### src/rtl/rx_threshold_trainer.sv
// RX threshold training controller.
// Sends a PRBS7 stream into the channel and steps the detector threshold from THR_STEP
// upward. At each step it counts bit errors, then programs the midpoint of the
// minimum-error window.
module rx_threshold_trainer #(
    parameter int unsigned NUMBER_OF_LEVELS = 256,
    parameter int unsigned THR_STEP         = 16,
    parameter int unsigned BITS_PER_STEP    = 64,
    parameter int unsigned LAT              = 4,
    parameter int unsigned ERR_LIMIT        = 0
) (
    input  logic                                 clk,
    input  logic                                 rst_n,
    input  logic                                 start,
    input  logic                                 rx_bit,
    output logic                                 tx_bit,
    output logic [$clog2(NUMBER_OF_LEVELS)-1:0]  threshold,
    output logic                                 busy,
    output logic                                 done,
    output logic [$clog2(BITS_PER_STEP+1)-1:0]   best_errors,
    output logic                                 lock_fail
);

    localparam int unsigned TW = $clog2(NUMBER_OF_LEVELS);
    localparam int unsigned EW = $clog2(BITS_PER_STEP + 1);
    // One counter serves both the flush (LAT+1 cycles) and measure (BITS_PER_STEP cycles) phases
    localparam int unsigned CW = $clog2((BITS_PER_STEP > LAT + 1) ? BITS_PER_STEP : LAT + 1);

    localparam logic [TW-1:0] THR_RESET  = TW'(NUMBER_OF_LEVELS / 2);
    localparam logic [TW-1:0] THR_FIRST  = TW'(THR_STEP);
    localparam logic [TW:0]   THR_STEP_W = (TW + 1)'(THR_STEP);
    localparam logic [TW:0]   THR_MAX_W  = (TW + 1)'(NUMBER_OF_LEVELS - 1);
    localparam logic [CW-1:0] FLUSH_LAST = CW'(LAT);
    localparam logic [CW-1:0] MEAS_LAST  = CW'(BITS_PER_STEP - 1);
    localparam logic [6:0]    PRBS_SEED  = 7'h7F;

    typedef enum logic [2:0] {
        StIdle,
        StFlush,
        StMeasure,
        StEval,
        StDone
    } state_e;

    state_e          state_q;
    logic [6:0]      prbs_q;
    logic [CW-1:0]   cnt_q;
    logic [EW-1:0]   err_q;
    logic [TW-1:0]   lo_q;
    logic [TW-1:0]   hi_q;
    logic [LAT-1:0]  ref_q;

    logic [6:0]      prbs_next;
    logic            mismatch;
    logic [EW-1:0]   err_inc;
    logic [TW:0]     thr_next_w;
    logic            last_step;
    logic [EW-1:0]   best_n;
    logic [TW-1:0]   lo_n;
    logic [TW-1:0]   hi_n;
    logic [TW:0]     mid_sum;

    // Step arithmetic and the result of evaluating the current step's error count
    always_comb begin
        prbs_next  = {prbs_q[5:0], prbs_q[6] ^ prbs_q[5]};
        mismatch   = rx_bit ^ ref_q[LAT-1];
        err_inc    = err_q + EW'(mismatch);
        // One bit wider so the last step is detected without wrapping
        thr_next_w = {1'b0, threshold} + THR_STEP_W;
        last_step  = thr_next_w > THR_MAX_W;

        best_n = best_errors;
        lo_n   = lo_q;
        hi_n   = hi_q;
        if (err_q < best_errors) begin
            best_n = err_q;
            lo_n   = threshold;
            hi_n   = threshold;
        end else if (err_q == best_errors) begin
            hi_n = threshold;
        end
        mid_sum = {1'b0, lo_n} + {1'b0, hi_n};
    end

    // Reference copy of tx_bit, aligned with the channel's LAT-cycle latency
    always_ff @(posedge clk or negedge rst_n) begin
        if (!rst_n) begin
            ref_q <= '0;
        end else begin
            ref_q[0] <= tx_bit;
            for (int i = 1; i < int'(LAT); i++) begin
                ref_q[i] <= ref_q[i-1];
            end
        end
    end

    // Training FSM with PRBS generator and all registered outputs
    always_ff @(posedge clk or negedge rst_n) begin
        if (!rst_n) begin
            state_q     <= StIdle;
            prbs_q      <= PRBS_SEED;
            tx_bit      <= 1'b0;
            threshold   <= THR_RESET;
            busy        <= 1'b0;
            done        <= 1'b0;
            best_errors <= '1;
            lock_fail   <= 1'b0;
            cnt_q       <= '0;
            err_q       <= '0;
            lo_q        <= '0;
            hi_q        <= '0;
        end else begin
            done <= 1'b0;
            if (state_q != StIdle) begin
                prbs_q <= prbs_next;
                tx_bit <= prbs_next[6];
            end

            unique case (state_q)
                StIdle: begin
                    if (start) begin
                        state_q     <= StFlush;
                        busy        <= 1'b1;
                        prbs_q      <= PRBS_SEED;
                        tx_bit      <= PRBS_SEED[6];
                        threshold   <= THR_FIRST;
                        best_errors <= '1;
                        lo_q        <= '0;
                        hi_q        <= '0;
                        lock_fail   <= 1'b0;
                        cnt_q       <= '0;
                    end
                end
                StFlush: begin
                    if (cnt_q == FLUSH_LAST) begin
                        state_q <= StMeasure;
                        cnt_q   <= '0;
                        err_q   <= '0;
                    end else begin
                        cnt_q <= cnt_q + CW'(1);
                    end
                end
                StMeasure: begin
                    err_q <= err_inc;
                    if (cnt_q == MEAS_LAST) begin
                        state_q <= StEval;
                        cnt_q   <= '0;
                    end else begin
                        cnt_q <= cnt_q + CW'(1);
                    end
                end
                StEval: begin
                    best_errors <= best_n;
                    lo_q        <= lo_n;
                    hi_q        <= hi_n;
                    // Results are published on entry to DONE so they are valid with the done pulse
                    if (last_step) begin
                        threshold <= TW'(mid_sum >> 1);
                        lock_fail <= 32'(best_n) > ERR_LIMIT;
                        done      <= 1'b1;
                        state_q   <= StDone;
                    end else begin
                        threshold <= thr_next_w[TW-1:0];
                        cnt_q     <= '0;
                        state_q   <= StFlush;
                    end
                end
                StDone: begin
                    state_q <= StIdle;
                    busy    <= 1'b0;
                    tx_bit  <= 1'b0;
                end
                default: begin
                    state_q <= StIdle;
                end
            endcase
        end
    end

endmodule

### config.mk
export PLATFORM = sky130hd
export DESIGN_NAME = rx_threshold_trainer
export DESIGN_NICKNAME = d
export VERILOG_FILES = /design/src/rtl/rx_threshold_trainer.sv
export SDC_FILE = /design/constraint.sdc
export NUM_CORES = 1
export LEC_CHECK = 0
export BUFFER_PORTS_ARGS = -buffer_cell sky130_fd_sc_hd__buf_2
export CAP_MARGIN = 0
export CORE_MARGIN = 2
export CORE_UTILIZATION = 60
export DETAILED_ROUTE_END_ITERATION = 10
export HOLD_SLACK_MARGIN = 0.12
export PLACE_DENSITY = 0.89
export SLEW_MARGIN = 0
export SYNTH_ARGS = -nofsm -noshare
export SYNTH_HDL_FRONTEND = slang
export SYNTH_SLANG_ARGS = --single-unit
### constraint.sdc
create_clock -name clk -period 4.86 [get_ports clk]
set_clock_uncertainty 0.1 [all_clocks]
set_input_delay 0.972 -clock clk [delete_from_list [all_inputs] [get_ports clk]]
set_output_delay 0.972 -clock clk [all_outputs]
set_load 0.1 [all_outputs]
==> key figures <==
Final layout
  • Layout cells sized above 1: about a fifth
  • Fillers: 409
  • Cell Count, Final, Fillers Out: 431
  • Final net count: approximately 380
  • Commonest non-fill, non-tap cell in the layout: dfrtp_1
  • Area grow syn2layout: 10.8%
  • Diode count: 0
  • Most frequent cells in the layout: dfrtp_1, nor2_1, buf_2, a22o_1, ha_1

STA
  • Post-route minimum period: ~4.0 ns
  • Worst-Margin Slew: roughly 0.89 ns
  • Fmax: about 250 MHz
  • Worst slew margin: about 41%
  • Setup TNS: 0 ns
  • Fin. Hold Viols: 0
  • Endpoints failing setup: 0
  • RSZ-0062 raised after global routing: no
  • Final period util: between 80% and 90%
  • Slew Limit Fails: 0

Placed design
  • DP HPWL: ~5000 microns
  • Inst Count DP: 415
  • Gpl congestion: around 0.95
  • Port Buffers: 22

Critical path
  • Slowest CP cell: dfstp_2
  • Crit path max-delay family: compound AO/OA/AOI/OAI gates
  • CP peak stage delay: between 0.5 and 0.6 ns
  • Crit Path Class: flop to flop
  • Critical path, cell by cell: inv_1 -> ha_1 -> a21oi_2 -> a21oi_2 -> or3_4 -> o21ai_2 -> mux2_2 -> ha_1 -> a21oi_1 -> a21boi_1 -> o31ai_1 -> xor2_1 -> a221o_1
  • CP startpoint kind: flop
  • Critical Path End Type: flop
  • Critical path arrival: around 4 ns
  • Critical Path RT: around 5.0 ns
  • Worst-path fanout max: 12
  • Crit path buf inv count: 1

Hold path
  • HP Class: flop to flop

GRT
  • Total global routing overflow: 0
  • Vias in the first global route: roughly 2.7k
  • Met2 usage: around two fifths
  • M1 GR Usage: a little over a third
  • First-pass GRT wire length: between 10000 and 15000 microns
  • Largest net degree at the start of global routing: 63
  • Initial antenna violation count: 0
  • All-Layer GR Usage: 26.2%
  • Met3 Use GR: about 5.0%
  • Grt peak-use layer: met2

CTS
  • Clock Tree Root: clkbuf_8
  • TritonCTS clock tree: built
  • H-tree Lvls: 3
  • Post-cts sizing count: 0
  • Post-CTS Hold Buffers: 0
  • Num CTS Buffers: 9
  • Setup bufs post-CTS: 0
  • CTS max path bufs: 2
  • TritonCTS sink count: 62
  • Worst skew pair latency: between 0.3 and 0.4 ns
  • CTS clk-pin slew, worst paths: 0.07 ns

Detailed routing
  • DRT Pass-1 Iters: 4
  • DR vias: roughly 2.6k
  • Detail Route Antenna Nets: 0
  • Wirelength per Cell: ~17 microns
  • Final WL: about 7500 microns
  • Vias per inst: a little over 6
  • Initial DRC count: approximately 140
  • DRC viols: 0

Logic synthesis
  • Syn Inst Count: about 330
  • Seq/Total Area, Yosys: approximately 46%
  • Asr flop ratio synth: between 90% and 100%
  • EDFF count, synth: 0
  • Yosys reg bits: 62
  • Main synth FF type: dfrtp_1
  • Syn nets: approximately 360
  • Syn Area/Cell: approximately 10 sq um
  • Synth Cell Area: between 3000 and 4000 sq um
  • Netlist cell types: 53
  • Synthesis Warnings: 0

Die
  • Core Area: between 5000 and 6000 sq um
  • Die ar.: roughly 6300 sq um
  • Site row count: 27
  • Starting Density: a little over 60%
  • # IOs: 23
  • Die Y: approximately 80 microns
  • Die width: roughly 80 microns

Pwr
  • Peak VDD IR: ~0.00023 V
  • Pwr dens: 450 nW/um^2
  • Static Leak: 0.00180 uW

Run
  • # Max-Cap Violations: 0

Status
  • Outcome: complete, no violations
## where the power goes
part	switching, uW	total [uW]	internal, uW	leakage, uW
sequential	41.4	580	538	0.000750
combinational	341	630	289	0.000940
clock	194	495	301	0.000110
## worst paths after layout
kind	from	to	slack [ns]	cells past startpoint
min in group asynchronous	rst_n	err_q[3]	0.68	2
max in group asynchronous	rst_n	threshold[5]	3.48	2
setup reg to reg	best_errors[2]	threshold[6]	0.87	13
hold / removal	ref_q[2]	ref_q[3]	0.25	0
hold reg to reg	ref_q[2]	ref_q[3]	0.25	0
setup / recovery	best_errors[2]	threshold[6]	0.87	13
## cell usage after synthesis (3+ instances only)
cell | instances | area share (%)
dfrtp_1 | 47 | 34
nor2_1 | 34 | 3.7
a22o_1 | 21 | 5.4
ha_1 | 20 | 7.3
nand2_1 | 18 | 2.0
o21ai_0 | 18 | 2.6
a21oi_1 | 17 | 2.5
inv_1 | 16 | 1.8
dfstp_2 | 15 | 12
o21ai_1 | 10 | 1.5
nand3_1 | 8 | 1.2
xor2_1 | 8 | 2.0
mux2_4 | 7 | 3.1
o22a_1 | 7 | 1.8
a21o_1 | 6 | 1.3
clkbuf_1 | 6 | 0.66
mux2_2 | 5 | 1.6
nand4_1 | 5 | 0.91
and3_1 | 4 | 0.73
buf_2 | 4 | 0.58
nand2b_1 | 4 | 0.73
nor3_1 | 4 | 0.58
and2_1 | 3 | 0.55
nand3b_1 | 3 | 0.66
nor2b_1 | 3 | 0.55
o21bai_1 | 3 | 0.66
## worst register-to-register path: stages, from the launching register on
cell	delay, ns
dfstp_2	0.56
inv_1	0.05
ha_1	0.32
a21oi_2	0.16
a21oi_2	0.09
or3_4	0.49
o21ai_2	0.22
mux2_2	0.39
ha_1	0.32
a21oi_1	0.23
a21boi_1	0.31
o31ai_1	0.15
xor2_1	0.16
a221o_1	0.31
## kinds of logic after synthesis
| family | after synthesis | synth area share [%] |
|---|---|---|
| compound gates | 99 | 20.4 |
| xor+xnor | 10 | 2.56 |
| fa+ha+maj | 21 | 7.89 |
| buf+inv | 28 | 3.55 |
| flops | 62 | 45.9 |
| mux | 15 | 5.67 |
| simple gates | 96 | 14.0 |
## layer usage
layer / up-vias / share of wire [%]
met5: - / 0
met4: 0 / 2.1
met3: 19 / 5.4
met2: 89 / 49
met1: 1282 / 44
li1: 1241 / -
## layout make-up
type / count / area (sq um) / area share (%)
Clock inverter: 4 / 70.1 / 1.85
Timing Repair Buffer: 24 / 125 / 3.30
Tap cell: 72 / 90.1 / 2.38
Sequential cell: 62 / 1570 / 41.4
Multi-Input combinational cell: 241 / 1730 / 45.7
Inverter: 16 / 60.1 / 1.58
Clock buffer: 12 / 145 / 3.83
## metrics by stage
| step | hold slack [ns] | total power [uW] | util [%] | area (sq um) | worst slack, ns |
|---|---|---|---|---|---|
| 6_report | 0.249 | 1710 | 68.9 | 3790 | 0.868 |
| 5_1_grt | 0.252 | 1800 | 68.9 | 3790 | 0.682 |
| 4_1_cts | 0.250 | 1710 | 68.9 | 3790 | 0.887 |
| 3_5_place_dp | 0.235 | 1210 | 65.0 | 3580 | 0.911 |
| 3_3_place_gp | 0.232 | 1180 | 65.0 | 3580 | 0.996 |
| 2_1_floorplan | 0.231 | 1100 | - | 3420 | 0.869 |
## registers in the layout (all words and copies together) (netlist names), 3 cells and up
name and cells:
prbs_q 7, err_q 7, cnt_q 6, threshold 8, ref_q 4, lo_q 8, best_errors 7, state_q 3
hi_q 8
Note: power is estimated with default switching activity, not from simulation.
